**src/rtl/panda_risc_v_ifu_pkg.sv**
```systemverilog
// Shared definitions for the panda RISC-V instruction-fetch unit:
// controller state encoding and the opcodes the pre-decoder recognises.
package panda_risc_v_ifu_pkg;

    typedef enum logic [2:0] {
        S_RST  = 3'd0,
        S_REQ  = 3'd1,
        S_WAIT = 3'd2,
        S_HOLD = 3'd3,
        S_HALT = 3'd4
    } ifu_state_e;

    localparam logic [6:0] OP_BRANCH = 7'b1100011;
    localparam logic [6:0] OP_JAL    = 7'b1101111;
    localparam logic [6:0] OP_JALR   = 7'b1100111;

endpackage

```
**src/rtl/panda_risc_v_ifu_predecode.sv**
```systemverilog
// Combinational pre-decode of a fetched word: instruction length, the
// control-transfer type and its sign-extended 21-bit offset.
module panda_risc_v_ifu_predecode
    import panda_risc_v_ifu_pkg::*;
(
    input  logic [31:0] inst_i,
    output logic        len32_o,
    output logic        is_b_o,
    output logic        is_jal_o,
    output logic        is_jalr_o,
    output logic [20:0] imm_o
);

    logic len32;

    assign len32   = (inst_i[1:0] == 2'b11);
    assign len32_o = len32;

    // Classify the word; compressed encodings never raise a jump flag.
    always_comb begin
        is_b_o    = 1'b0;
        is_jal_o  = 1'b0;
        is_jalr_o = 1'b0;
        imm_o     = '0;
        if (len32) begin
            case (inst_i[6:0])
                OP_BRANCH: begin
                    is_b_o = 1'b1;
                    imm_o  = {{8{inst_i[31]}}, inst_i[31], inst_i[7],
                              inst_i[30:25], inst_i[11:8], 1'b0};
                end
                OP_JAL: begin
                    is_jal_o = 1'b1;
                    imm_o    = {inst_i[31], inst_i[19:12], inst_i[20],
                                inst_i[30:21], 1'b0};
                end
                OP_JALR: begin
                    is_jalr_o = 1'b1;
                    imm_o     = {{9{inst_i[31]}}, inst_i[31:20]};
                end
                default: begin
                    imm_o = '0;
                end
            endcase
        end
    end

endmodule

```
**src/rtl/panda_risc_v_ifu_ctrl.sv**
```systemverilog
// Instruction-fetch controller: owns the PC, runs a single-outstanding
// instruction-memory handshake and hands {inst, pc, to_jump, err} to decode
// through a one-entry buffer.
// Handshakes: a request transfers on a cycle where imem_req_valid and
// imem_req_ready are both high; valid and address stay stable until then.
// imem_resp_valid has no ready and is always consumed. The decode side
// transfers on if_valid & if_ready and the buffer is frozen until it does.
module panda_risc_v_ifu_ctrl
    import panda_risc_v_ifu_pkg::*;
#(
    parameter logic [31:0] RST_PC = 32'h0000_0000
) (
    input  logic        clk,
    input  logic        rst,
    input  logic        flush_req,
    input  logic [31:0] flush_addr,
    output logic        imem_req_valid,
    input  logic        imem_req_ready,
    output logic [31:0] imem_req_addr,
    input  logic        imem_resp_valid,
    input  logic [31:0] imem_resp_data,
    input  logic        imem_resp_err,
    output logic [4:0]  rs1_id,
    input  logic [31:0] rs1_v,
    output logic [31:0] pg_now_pc,
    output logic        pg_rst_req,
    output logic        pg_flush_req,
    output logic [31:0] pg_flush_addr,
    output logic        pg_inst_len_type,
    output logic        pg_is_b_inst,
    output logic        pg_is_jal_inst,
    output logic        pg_is_jalr_inst,
    output logic [20:0] pg_jump_ofs_imm,
    output logic [31:0] pg_rs1_v,
    input  logic        pg_to_jump,
    input  logic [31:0] pg_new_pc,
    output logic        if_valid,
    input  logic        if_ready,
    output logic [31:0] if_inst,
    output logic [31:0] if_pc,
    output logic        if_to_jump,
    output logic        if_err,
    output logic [2:0]  dbg_state_o
);

    ifu_state_e  state_q, state_d;
    logic [31:0] pc_q, pc_d;
    logic        discard_q, discard_d;
    logic        if_valid_q, if_valid_d;
    logic [31:0] if_inst_q, if_inst_d;
    logic [31:0] if_pc_q, if_pc_d;
    logic        if_to_jump_q, if_to_jump_d;
    logic        if_err_q, if_err_d;

    logic        req_hs;
    logic        flush_act;
    logic        outstanding;

    panda_risc_v_ifu_predecode u_predecode (
        .inst_i    (imem_resp_data),
        .len32_o   (pg_inst_len_type),
        .is_b_o    (pg_is_b_inst),
        .is_jal_o  (pg_is_jal_inst),
        .is_jalr_o (pg_is_jalr_inst),
        .imm_o     (pg_jump_ofs_imm)
    );

    assign req_hs    = (state_q == S_REQ) && imem_req_ready;
    // A redirect arriving before the first PC load has nothing to redirect.
    assign flush_act = flush_req && (state_q != S_RST);
    // A response is still owed by memory after this edge.
    assign outstanding = ((state_q == S_WAIT) && !imem_resp_valid) || req_hs;

    // Next-state, PC and output-buffer update; a flush overrides everything.
    always_comb begin
        state_d      = state_q;
        pc_d         = pc_q;
        discard_d    = discard_q;
        if_valid_d   = if_valid_q;
        if_inst_d    = if_inst_q;
        if_pc_d      = if_pc_q;
        if_to_jump_d = if_to_jump_q;
        if_err_d     = if_err_q;
        case (state_q)
            S_RST: begin
                pc_d    = pg_new_pc;
                state_d = S_REQ;
            end
            S_REQ: begin
                if (imem_req_ready) state_d = S_WAIT;
            end
            S_WAIT: begin
                if (imem_resp_valid && !flush_act) begin
                    if (discard_q) begin
                        discard_d = 1'b0;
                        state_d   = S_REQ;
                    end else begin
                        if_valid_d   = 1'b1;
                        if_inst_d    = imem_resp_data;
                        if_pc_d      = pc_q;
                        if_to_jump_d = pg_to_jump;
                        if_err_d     = imem_resp_err;
                        if (imem_resp_err) begin
                            state_d = S_HALT;
                        end else begin
                            pc_d    = pg_new_pc;
                            state_d = S_HOLD;
                        end
                    end
                end
            end
            S_HOLD: begin
                if (if_ready) begin
                    if_valid_d = 1'b0;
                    state_d    = S_REQ;
                end
            end
            S_HALT: begin
                if (if_ready) if_valid_d = 1'b0;
            end
            default: begin
                state_d = S_RST;
            end
        endcase
        if (flush_act) begin
            pc_d       = pg_new_pc;
            if_valid_d = 1'b0;
            discard_d  = outstanding;
            state_d    = outstanding ? S_WAIT : S_REQ;
        end
    end

    // State and buffer registers with synchronous reset.
    always_ff @(posedge clk) begin
        if (rst) begin
            state_q      <= S_RST;
            pc_q         <= RST_PC;
            discard_q    <= 1'b0;
            if_valid_q   <= 1'b0;
            if_inst_q    <= '0;
            if_pc_q      <= '0;
            if_to_jump_q <= 1'b0;
            if_err_q     <= 1'b0;
        end else begin
            state_q      <= state_d;
            pc_q         <= pc_d;
            discard_q    <= discard_d;
            if_valid_q   <= if_valid_d;
            if_inst_q    <= if_inst_d;
            if_pc_q      <= if_pc_d;
            if_to_jump_q <= if_to_jump_d;
            if_err_q     <= if_err_d;
        end
    end

    assign imem_req_valid = (state_q == S_REQ);
    assign imem_req_addr  = pc_q;
    assign rs1_id         = imem_resp_data[19:15];
    assign pg_now_pc      = pc_q;
    assign pg_rst_req     = (state_q == S_RST);
    assign pg_flush_req   = flush_act;
    assign pg_flush_addr  = flush_addr;
    assign pg_rs1_v       = rs1_v;
    assign if_valid       = if_valid_q;
    assign if_inst        = if_inst_q;
    assign if_pc          = if_pc_q;
    assign if_to_jump     = if_to_jump_q;
    assign if_err         = if_err_q;
    assign dbg_state_o    = state_q;

endmodule

```
**config.mk**
```make
export PLATFORM = sky130hd
export DESIGN_NAME = panda_risc_v_ifu_ctrl
export DESIGN_NICKNAME = d
export VERILOG_FILES = /design/src/rtl/panda_risc_v_ifu_pkg.sv /design/src/rtl/panda_risc_v_ifu_predecode.sv /design/src/rtl/panda_risc_v_ifu_ctrl.sv
export SDC_FILE = /design/constraint.sdc
export NUM_CORES = 1
export LEC_CHECK = 0
export CELL_PAD_IN_SITES_DETAIL_PLACEMENT = 0
export CELL_PAD_IN_SITES_GLOBAL_PLACEMENT = 1
export CORE_ASPECT_RATIO = 0.6
export CORE_MARGIN = 2
export CORE_UTILIZATION = 24
export CTS_BUF_LIST = sky130_fd_sc_hd__clkbuf_16
export DETAILED_ROUTE_END_ITERATION = 8
export HOLD_SLACK_MARGIN = 0.05
export MAX_ROUTING_LAYER = met4
export PLACE_DENSITY_LB_ADDON = 0.1
export SLEW_MARGIN = 15
export SYNTH_ARGS = -nofsm -noshare
export SYNTH_HDL_FRONTEND = slang
export SYNTH_SLANG_ARGS = --single-unit
```
**constraint.sdc**
```tcl
create_clock -name clk -period 4 [get_ports clk]
set_input_delay 0.8 -clock clk [delete_from_list [all_inputs] [get_ports clk]]
set_output_delay 0.8 -clock clk [all_outputs]
set_load 0.01 [all_outputs]
```
==> results of run 1 <==
-- Yosys cell counts (all sizes together), types with 2 or more instances --
library cell  number
buf              118
clkbuf            23
nor2b              2
and2              11
a211oi             2
nor3b              2
dfxtp            103
inv                3
nor3               6
nor2              13
nand2            207
a21oi            112
nand2b             3
a22oi              5
or3b               2
a2111oi            2
-- flip-flops by register name, summed over array words and instances, names as in the netlist --
register,count
if_to_jump,1
discard_q,1
if_inst,32
if_pc,32
if_valid,1
dbg_state_o,3
if_err,1
imem_req_addr,32
-- cell families (layout without fill, tap and decap cells) --
kind of cell	count (synthesis)	after routing	share of synthesized area [%]
and+or+nand+nor	253	253	22.1
buffers and inverters	144	266	19.8
AOI/OAI and AO/OA	129	129	15.0
DFF	103	103	42.9
muxes	1	1	0.234
-- worst reg2reg max path: cells and delay by family, from the launching register on --
family	cells	cell delay (ps)
and+or+nand+nor	3	780
DFF	1	470
buffers and inverters	1	350
AOI/OAI and AO/OA	1	260
-- report_power, final --
| group | internal [W] | switching, W | leakage, nW |
|---|---|---|---|
| clock network | 0.000493 | 0.000414 | 0.146 |
| registers | 0.00107 | 0.0000521 | 0.839 |
| logic | 0.000254 | 0.000218 | 1.38 |
-- final cells by class --
| class | count | area, sq um | area share (%) |
|---|---|---|---|
| sequential | 103 | 2060 | 29.6 |
| timing repair buffer | 247 | 2450 | 35.1 |
| inverter | 3 | 11.3 | 0.162 |
| clock buffer | 9 | 225 | 3.23 |
| tap | 273 | 342 | 4.90 |
| multi-input combinational | 383 | 1800 | 25.9 |
| clock inverter | 7 | 78.8 | 1.13 |
-- layer usage --
layer  vias to the layer above  track usage (%)
met2                       184             22.0
met5                         -                -
met3                        37             4.65
met4                         0             3.97
li1                       2174                -
met1                      2035             20.9
-- worst paths after layout --
kind / startpoint / to
worst max register to register: dbg_state_o[2]$_SDFFE_PP0P_ / if_valid$_SDFFE_PP0P_
worst max-delay path: imem_resp_data[1] / pg_jump_ofs_imm[5]
worst min-delay path: if_inst[27]$_SDFFE_PP0P_ / if_inst[27]$_SDFFE_PP0P_
worst min register to register: if_inst[27]$_SDFFE_PP0P_ / if_inst[27]$_SDFFE_PP0P_
-- stage by stage --
step | util (%) | instance area (sq um) | setup slack (ps) | hold slack (ps) | std cells
after floorplan | - | 4800 | 1380 | 476 | 630
after global placement | 33.6 | 6660 | 444 | 443 | 1009
after detailed placement | 33.6 | 6660 | 376 | 446 | 1009
after CTS | 35.2 | 6970 | 374 | 456 | 1025
after global routing | 35.2 | 6970 | 227 | 474 | 1025
final | 35.2 | 6970 | 381 | 454 | 1025
==> impl_metrics.yaml, run 1 <==
outcome:
  status: "complete, no violations"
grt:
  grt_pass1_vias: 4380
  grt_max_degree: 95
  grt.total_usage_pct: 15.3
  grt_overflow: 0
  grt_pass1_wl_um: 25100
  grt_antenna_before_repair: 0
synth:
  synth_ff_type: "dfxtp_1"
  ys_types: 39
  ys_seq_area_share_pct: 42.9
  async_flop_share_pct: 0
  avgSynthCellArea_sq_um: 7.62
  synth_edf_count: 0
  ys_ff_latch: 103
  synth_top_area_share_pct: 42.9
  mappedNetlistNets: 766
  synth_area_leaders: "dfxtp_1 43%, nand2_1 16%, buf_4 16%"
  synth_area_sq_um: 4800
  yosysWarningCount: 0
  post-synth-top-area-cell: "dfxtp_1"
  netlist_instances: 630
place:
  routabilityCongestion: 0.769
  detailed_place_hpwl_um: 11500
  io_buffers: 238
critical_path:
  path_max_fanout: 7
  crit_required_ps: 3200
  r2r_slack_ps: 2040
  crit_buf_inv: 3
  crit_family: "buffers and inverters"
  critical_path_class: "in -> out"
  end_kind: "primary output"
  path_cells: "clkdlybuf4s50_1, and2_1, nand4b_1, a21oi_1, buf_4, and2_1, clkdlybuf4s50_1"
  max_stage_delay_ps: 530
  arrival_ps: 2820
  crit_path_start_kind: "primary input"
  reg2reg_depth: 5
  crit_cells: 7
  cpMaxStageDelayCell: "clkdlybuf4s50_1"
floorplanning:
  start_util_pct: 24.2
  die_x_um: 187
  io_pins: 367
  design.die.area_sq_um: 21200
  core_sq_um: 19800
  die_h_um: 114
  row_count: 40
cts:
  cts_made_buffers: 9
  clk_latency_ps: 340
  ctsHoldBuffers: 0
  cts_tree: "done"
  cts_num_sinks: 103
  cts_root_buf: "clkbuf_16"
  post-cts-setup-buffer-count: 0
  clk_path_buf_depth: 2
  cts_resized: 0
  cts.clk_slew.worst_paths_ps: 70
  cts.htree.levels: 3
hold_path:
  holdPathStages: 2
  hold_class: "reg -> reg"
flow_run:
  drv_cap: 0
power_and_ir_drop:
  irDropWorstVdd_uv: 237
  p_leak_nw: 2.36
  power_w: 0.00250
  power.density_nw_per_um2: 359
final_layout:
  layout.nets: 883
  fillers: 2108
  drive_above_1_share_pct: 4.92
  n_antenna_cell: 0
  final_cell_mix: "237 x clkdlybuf4s50_1, 207 x nand2_1, 112 x a21oi_1"
  final_common_cell: "clkdlybuf4s50_1"
  syn_to_final_growth_pct: 45.1
route:
  wl_met1_um: 8010
  wirelength_um: 16100
  dr_wl_met2_um: 6700
  firstDrtPassIters: 4
  drt_iter0_markers: 236
  ant_nets: 0
  dr.max_layer_used: "met4"
  drc: 0
  avgViaCountPerCell: 4.32
  wl_per_cell_um: 15.7
  wl_met3_um: 1090
  num_vias: 4430
sta:
  finalCriticalPeriod_ps: 3620
  tightestPinTransition_ps: 1090
  finalCritPeriodShare_pct: 90.5
  fmax_mhz: 276
  skew_ps: 9.45
  hold_viol_final: 0
  setup_tns_ps: 0
  setup_viol: 0
  maxSlewHeadroom_pct: 27.3
  rsz0062_at_grt: "false"
  drv_slew: 0
Power figures use the tool's default switching activity.
==> inputs of run 2 (changes only) <==
--- a/config.mk
+++ b/config.mk
@@ -7,11 +7,11 @@
 export LEC_CHECK = 0
 export CELL_PAD_IN_SITES_DETAIL_PLACEMENT = 0
 export CELL_PAD_IN_SITES_GLOBAL_PLACEMENT = 1
-export CORE_ASPECT_RATIO = 0.6
 export CORE_MARGIN = 2
 export CORE_UTILIZATION = 24
 export CTS_BUF_LIST = sky130_fd_sc_hd__clkbuf_16
 export DETAILED_ROUTE_END_ITERATION = 8
+export GPL_TIMING_DRIVEN = 0
 export HOLD_SLACK_MARGIN = 0.05
 export MAX_ROUTING_LAYER = met4
 export PLACE_DENSITY_LB_ADDON = 0.1
==> impl_metrics.yaml, run 2 (synthesized netlist as in run 1, its figures left out) <==
place:
  routabilityCongestion: 0.743
  dp.cells: 1195
  detailed_place_hpwl_um: 14000
  io_buffers: 300
sta:
  hold_ws_ps: 454
  drv_slew: 0
  maxSlewHeadroom_pct: 55.6
  finalCriticalPeriod_ps: 3710
  setup_viol: 0
  hold_viol_final: 0
  fmax_mhz: 270
  skew_ps: 10.3
  finalCritPeriodShare_pct: 92.7
  tightestPinTransition_ps: 666
  rsz0062_at_grt: "false"
critical_path:
  timing.rr.start: "dbg_state_o[0]$_SDFFE_PP0P_"
  arrival_ps: 2910
  crit_required_ps: 3200
  critPathLaunch: "imem_resp_data[1]"
  worst_r2r_endpoint: "imem_req_addr[4]$_SDFFE_PP0P_"
  reg2reg_depth: 6
  crit_path_start_kind: "primary input"
  cp-endpoint: "pg_jump_ofs_imm[15]"
  path_max_fanout: 10
  end_kind: "primary output"
  critical_path_class: "in -> out"
  r2r_slack_ps: 2080
route:
  num_vias: 5097
  drt_iter0_markers: 199
  wl_per_cell_um: 14.9
  firstDrtPassIters: 4
  ant_nets: 0
  drc: 0
  avgViaCountPerCell: 4.20
  wirelength_um: 18000
floorplanning:
  design.die.area_sq_um: 21200
  die_h_um: 145
  start_util_pct: 24.6
  core_sq_um: 19500
  io_pins: 367
  die_x_um: 145
  row_count: 51
cts:
  cts.clk_slew.worst_paths_ps: 80
  clk_latency_ps: 350
  cts.htree.levels: 3
  clk_path_buf_depth: 2
  cts_root_buf: "clkbuf_16"
  cts_num_sinks: 103
  cts_made_buffers: 9
  cts_tree: "done"
  ctsHoldBuffers: 0
grt:
  grt_overflow: 0
  grt_max_degree: 19
  grt_antenna_before_repair: 1
  grt_pass1_vias: 4933
  grt_pass1_wl_um: 27700
  grt.total_usage_pct: 17.0
outcome:
  status: "complete, no violations"
final_layout:
  layout.nets: 1079
  drive_above_1_share_pct: 15.5
  syn_to_final_growth_pct: 76.7
  final_cell_mix: "300 x clkdlybuf4s50_1, 207 x nand2_1, 111 x a21oi_1"
  final_common_cell: "clkdlybuf4s50_1"
  instances_no_fill: 1214
power_and_ir_drop:
  irDropWorstVdd_uv: 172
  power.density_nw_per_um2: 325
  power_w: 0.00276
  p_leak_nw: 3.18
flow_run:
  drv_cap: 0
hold_path:
  hold_class: "reg -> reg"
==> run 2: critical path: stages <==
cell	delay (ps)
clkdlybuf4s50_1	480
and2_1	290
nand4b_1	130
buf_4	180
clkbuf_1	260
a21oi_1	190
clkdlybuf4s50_1	570
==> run 2: layer usage <==
layer	part of all wire [%]	vias to the layer above	global-route usage, %
met4	0.74	0	3.09
met5	0	-	-
met2	48	205	28.2
li1	-	2568	-
met3	7.4	10	5.55
met1	44	2314	20.3
==> run 2: cell type report <==
| type | instances | area [sq um] |
|---|---|---|
| Antenna cell | 1 | 2.50 |
| Clock inverter | 7 | 101 |
| Tap cell | 265 | 332 |
| Timing Repair Buffer | 302 | 3020 |
| Clock buffer | 9 | 225 |
| Inverter | 3 | 11.3 |
| Multi-Input combinational cell | 383 | 1790 |
| Buffer | 141 | 940 |
| Fill cell | 2053 | 11000 |
| Sequential cell | 103 | 2060 |
==> run 2: power by group <==
| part | leakage [nW] | switching (W) | total [W] | internal, W |
|---|---|---|---|---|
| registers | 0.839 | 0.0000467 | 0.00112 | 0.00107 |
| clock network | 0.153 | 0.000419 | 0.000975 | 0.000556 |
| logic | 2.19 | 0.000275 | 0.000664 | 0.000389 |
| total | 3.18 | 0.000741 | 0.00276 | 0.00201 |
==> run 2: what timing repair did <==
action | CTS | global route
setup endpoints to repair | 7 | 18
pin swaps | 0 | 1
hold endpoints to repair | 0 | 0
buffers inserted | 0 | 2
resized for setup | 1 | 0
==> run 2: worst min path at each step <==
stage / slack [ps] / to / start / depth (start not counted)
floorplan: 480 / discard_q$_SDFFE_PP0P_ / discard_q$_SDFFE_PP0P_ / 2
global placement: 440 / if_pc[13]$_SDFFE_PP0P_ / if_pc[13]$_SDFFE_PP0P_ / 2
detailed placement: 450 / if_pc[13]$_SDFFE_PP0P_ / if_pc[13]$_SDFFE_PP0P_ / 2
CTS: 460 / if_pc[13]$_SDFFE_PP0P_ / if_pc[13]$_SDFFE_PP0P_ / 2
global route: 470 / if_inst[19]$_SDFFE_PP0P_ / if_inst[19]$_SDFFE_PP0P_ / 2
finish: 450 / if_to_jump$_SDFFE_PP0P_ / if_to_jump$_SDFFE_PP0P_ / 2
==> run 2: through the flow <==
step | area (sq um) | util [%] | setup WS [ps] | TNS, ps
after floorplan | 4800 | - | 1380 | 0
final | 8480 | 43.5 | 292 | 0
after CTS | 8470 | 43.4 | 44.6 | 0
after global placement | 8140 | 41.7 | -118 | -783
after detailed placement | 8140 | 41.7 | -80.1 | -523
after global routing | 8480 | 43.5 | 88.6 | 0
